**src/rtl/timer_irq_dev.sv**
```systemverilog
// timer_irq_dev: 32-bit programmable down-counting timer with one interrupt line.
//
// Registers (word select addr_i):
//   0 CTRL   [0] EN, [2:1] MODE (01 = auto-reload, else one-shot), [3] IM,
//            [15:8] PS (only with TIMER_PRESCALE_EN defined), other bits read 0
//   1 PRESET reload value, read/write
//   2 COUNT  current count, read-only
//   3        reserved, reads 0
//
// Ports:
//   clk     system clock, rising edge
//   rst     asynchronous active-high reset
//   addr_i  word select
//   we_i    write strobe
//   din_i   write data
//   dout_o  read data, combinational from addr_i
//   irq_o   interrupt request: IM & (INT state | pending)
//
// Optional feature macro: TIMER_PRESCALE_EN adds an 8-bit prescaler so each
// decrement takes PS+1 cycles. With it undefined every counting cycle is a tick.

module timer_irq_dev (
   input  logic        clk,
   input  logic        rst,
   input  logic [1:0]  addr_i,
   input  logic        we_i,
   input  logic [31:0] din_i,
   output logic [31:0] dout_o,
   output logic        irq_o
);

   typedef enum logic [1:0] {StIdle, StLoad, StCnt, StInt} state_e;

   state_e      state_q;
   logic        en_q;
   logic [1:0]  mode_q;
   logic        im_q;
   logic        pend_q;
   logic [31:0] preset_q;
   logic [31:0] count_q;

   logic        ctrl_we;
   logic        preset_we;
   logic        auto_reload;
   logic        tick;

   assign ctrl_we     = we_i && (addr_i == 2'd0);
   assign preset_we   = we_i && (addr_i == 2'd1);
   assign auto_reload = (mode_q == 2'b01);

`ifdef TIMER_PRESCALE_EN
   logic [7:0] ps_q;
   logic [7:0] psc_q;

   assign tick = (psc_q == ps_q);
`else
   assign tick = 1'b1;
`endif

   // Hardware sequencing first; bus writes are assigned afterwards so a CTRL or
   // PRESET write in the same cycle overrides the INT-state update of EN/pend.
   always_ff @(posedge clk or posedge rst) begin
      if (rst) begin
         state_q  <= StIdle;
         en_q     <= 1'b0;
         mode_q   <= 2'b00;
         im_q     <= 1'b0;
         pend_q   <= 1'b0;
         preset_q <= '0;
         count_q  <= '0;
`ifdef TIMER_PRESCALE_EN
         ps_q     <= '0;
         psc_q    <= '0;
`endif
      end else begin
         case (state_q)
            StIdle: begin
               if (en_q) state_q <= StLoad;
            end
            StLoad: begin
               count_q <= preset_q;
`ifdef TIMER_PRESCALE_EN
               psc_q   <= '0;
`endif
               state_q <= StCnt;
            end
            StCnt: begin
               if (!en_q) begin
                  state_q <= StIdle;
               end else begin
`ifdef TIMER_PRESCALE_EN
                  psc_q <= tick ? 8'd0 : psc_q + 8'd1;
`endif
                  // Zero is tested before decrementing, so the count never wraps.
                  if (tick) begin
                     if (count_q == 32'd0) state_q <= StInt;
                     else                  count_q <= count_q - 32'd1;
                  end
               end
            end
            StInt: begin
               if (auto_reload) begin
                  state_q <= StLoad;
               end else begin
                  en_q    <= 1'b0;
                  pend_q  <= 1'b1;
                  state_q <= StIdle;
               end
            end
            default: state_q <= StIdle;
         endcase

         if (ctrl_we) begin
            en_q   <= din_i[0];
            mode_q <= din_i[2:1];
            im_q   <= din_i[3];
`ifdef TIMER_PRESCALE_EN
            ps_q   <= din_i[15:8];
`endif
         end
         if (preset_we)            preset_q <= din_i;
         if (ctrl_we || preset_we) pend_q   <= 1'b0;
      end
   end

   always_comb begin
      dout_o = '0;
      case (addr_i)
         2'd0: begin
            dout_o[0]   = en_q;
            dout_o[2:1] = mode_q;
            dout_o[3]   = im_q;
`ifdef TIMER_PRESCALE_EN
            dout_o[15:8] = ps_q;
`endif
         end
         2'd1:    dout_o = preset_q;
         2'd2:    dout_o = count_q;
         default: dout_o = '0;
      endcase
   end

   assign irq_o = im_q & ((state_q == StInt) | pend_q);

endmodule

```
**config.mk**
```make
export PLATFORM = sky130hd
export DESIGN_NAME = timer_irq_dev
export DESIGN_NICKNAME = d
export VERILOG_FILES = /design/src/rtl/timer_irq_dev.sv
export SDC_FILE = /design/constraint.sdc
export NUM_CORES = 1
export LEC_CHECK = 0
export CELL_PAD_IN_SITES_DETAIL_PLACEMENT = 1
export CELL_PAD_IN_SITES_GLOBAL_PLACEMENT = 1
export CORE_MARGIN = 2
export CORE_UTILIZATION = 37
export CTS_CLUSTER_SIZE = 24
export DETAILED_ROUTE_END_ITERATION = 8
export GPL_ROUTABILITY_DRIVEN = 0
export MAX_ROUTING_LAYER = met4
export PLACE_DENSITY_LB_ADDON = 0.1
export SYNTH_ARGS = -nofsm -noshare
export SYNTH_HDL_FRONTEND = slang
export SYNTH_SLANG_ARGS = --single-unit
```
**constraint.sdc**
```tcl
create_clock -name clk -period 2.15 [get_ports clk]
set_input_delay 0.43 -clock clk [delete_from_list [all_inputs] [get_ports clk]]
set_output_delay 0.43 -clock clk [all_outputs]
set_load 0.03 [all_outputs]
```
==> results.md <==
* Number of flops mapped to enable cells by yosys at 0
* FFs w/ async S/R, synth at 1.00
* Filler Cells Inserted at about 1300
* Peak VDD IR at 0.585 mV
* Post-route ant nets at 0
* Max-Cap Viols at 0
* TritonCTS clock tree: built
* GRT Total Usage at 0.251
* LEAKAGE at 2.57 nW
* Average wire per standard cell at 20.9 microns
* List of most frequent post-synthesis cells: dfrtp_1 (71), nor2_1 (41), mux2_2 (35)
* Sw Ratio at 0.411
* H-tree levels at 3
* Ant diodes at 0
* Largest cells by area after synthesis: dfrtp_1 (41%), mux2_2 (9.2%), a22oi_1 (5.4%)
* PD cells at around 1300 nW/um^2
* Die X at 112 microns
* Cell count after placement at roughly 700
* DP HPWL at ~11 mm
* Non-Filler Instances at 720
* Max FO, Critical Path at 11
* Max Freq at around 470 MHz
* Setup tns final at 0 ps
* Mean Syn Cell Area at roughly 9.6 sq um
* Synth Register Bits at a little over 70
* Switching pwr at between 3 and 4 mW
* Pre-CTS setup slack at -338 ps
* Clock skew at roughly 6.1 ps
* Critical-path top delay cell: or4b_4
* Critical Path AT at around 2400 ps
* First-pass GRT wire length at about 24 mm
* Status: complete, no violations
* Gate power share at 0.501
* Slew HR at 0.635
* Primary FF master, synth: dfrtp_1
* Initial antenna violation count at 0
* Final hold violation count at 0
* DIE AREA at approximately 13000 sq um
* Share of layout cells above drive strength 1 at 0.369
* Largest stage delay on the critical path at 490 ps
* CP Launch Type: flop
* Sequential-to-total area share from yosys stat at 0.413
* Largest net degree at the start of global routing at 46
* CTS buffer count at 9
* Share of power burned in registers at 0.296
* Yosys top cell area share at 0.413
* CTS root buffer: clkbuf_16
* DRC Markers at 0
* Iter 0 DRT Violations at 228
* Die H at ~110 microns
* Vias post-DR at roughly 4200
* Initial Util at 0.379
* Core area at 11400 sq um
* Cell Area, Synth at between 4000 and 5000 sq um
* Yosys warns at 0
* Post-CTS Hold Fix Bufs at 0
* Cell internal pwr at roughly 4.6 mW
* CP Buf/Inv Count at 2
* Critical Path, Cell by Cell: inv_1, ha_2, or4b_4, nor4_4, nand4b_4, o21ai_4, buf_12, o221ai_2
* Worst-Skew Late Latency at between 300 and 400 ps
* Unrepaired setup endpoints after global routing: true
* Yosys cell types at 53
* Critical path class: flop to flop
* Final WS setup at between 15 and 20 ps
* # rows at 39
* Worst-margin pin slew at ~550 ps
* Hold_ws at 509 ps
* Pwr Total at ~7.8 mW
* Required time of the critical path at 2380 ps
* Part of the power in the clock network at 0.203
* Leading area contributor after synthesis: dfrtp_1
* Setup violations, final at 0
* Sink Count at 71
* Synth Net Count at 489
* Routed vias/inst at 5.88
* Final WL at ~15 mm
* Fin crit period at roughly 2100 ps
* Final period util at 0.992
* Final slew viol count at 0
* CTS max path bufs at 2
* Synthesis-to-layout area growth at 44.4%
* Setup crit end kind: flop
* Cells after Synth at between 400 and 500
* Port bufs at 69
* First-pass detailed-route iteration total at 5
* Class of the worst hold path: input port to asynchronous set/reset pin
* Ports at 70
* Clock-pin slew on the worst setup and hold paths at roughly 60 ps
* Layout net count at between 600 and 700
* Global route overflow at 0
* Most common cell in the netlist: dfrtp_1
* Top delay family on crit path: simple AND/OR/NAND/NOR gates
* Vias in the first global route at roughly 4400
area by class of cell:
class | instances | area [sq um] | area share
clock buffers | 13 | 270 | 0.0435
repair buffers | 149 | 1410 | 0.226
flip-flops and latches | 71 | 1780 | 0.286
clock inverters | 3 | 40.0 | 0.00644
inverters | 10 | 41.3 | 0.00664
multi-input cells | 331 | 2510 | 0.403
well taps | 143 | 179 | 0.0288
cells in the final DEF, fill, tap and decap left out, types with 10 or more instances in the layout:
| master | instances |
|---|---|
| mux2_2 | 35 |
| nor3_1 | 24 |
| dfrtp_1 | 71 |
| buf_4 | 93 |
| a31oi_1 | 11 |
| nor2_1 | 38 |
| a21oi_1 | 18 |
| clkdlybuf4s50_1 | 34 |
| o21ai_0 | 10 |
| buf_12 | 13 |
| nor2b_1 | 25 |
| o22a_1 | 11 |
| clkbuf_16 | 10 |
| a22oi_1 | 29 |
worst register-to-register path: cells and delay by family, from the launching register on:
family | cells | cell delay, ps
AO/OA/AOI/OAI | 2 | 360
AND/OR/NAND/NOR | 3 | 850
buffers and inverters | 2 | 250
adder cells (fa/ha/maj) | 1 | 180
flip-flops | 1 | 370
sequential cells by signal, indices dropped and copies added (netlist names):
name,flops
preset_q,32
en_q,1
im_q,1
count_q,32
mode_q,2
pend_q,1
state_q,2
metrics by stage:
stage / utilization / area (sq um)
2_1_floorplan: - / 4310
3_3_place_gp: 0.498 / 5660
3_5_place_dp: 0.498 / 5660
4_1_cts: 0.531 / 6040
5_1_grt: 0.547 / 6220
6_report: 0.547 / 6220
final timing paths:
path,startpoint,to,slack (ps),depth (start not counted)
setup / recovery,count_q[0],count_q[29],20,8
hold / removal,rst,preset_q[20],510,3
setup reg to reg,count_q[0],count_q[29],20,8
hold reg to reg,pend_q,pend_q,520,2
max in group asynchronous,rst,preset_q[13],1250,3
min in group clk,pend_q,pend_q,520,2
kinds of logic (layout without fill, tap and decap cells):
family / after synthesis / after routing / synth area share
compound gates: 137 / 137 / 0.229
fa+ha+maj: 5 / 5 / 0.0145
buf+inv: 45 / 175 / 0.0471
flops: 71 / 71 / 0.413
mux: 35 / 35 / 0.0915
simple gates: 154 / 154 / 0.205
power groups by stage:
stage / logic [mW] / registers [mW] / clock network (mW)
6_report: 3.91 / 2.31 / 1.59
5_1_grt: 4.25 / 2.39 / 1.65
4_1_cts: 3.65 / 2.29 / 1.61
3_5_place_dp: 3.60 / 2.29 / 0
3_3_place_gp: 3.50 / 2.27 / 0
2_1_floorplan: 2.17 / 2.23 / 0
repair_timing:
item / 4_1_cts / 5_1_grt
gates resized for setup: 22 / 32
setup endpoints to repair: 45 / 49
pin swaps: 1 / 12
buffers inserted: 0 / 4
gates cloned: 0 / 2
metal layers:
layer,routed length [microns],share of wire,global-route usage
met1,6950,0.46,0.336
met3,741,0.049,0.0348
met4,224,0.015,0.0905
met2,7110,0.47,0.392
met5,0,0,-
Power figures use the tool's default switching activity.
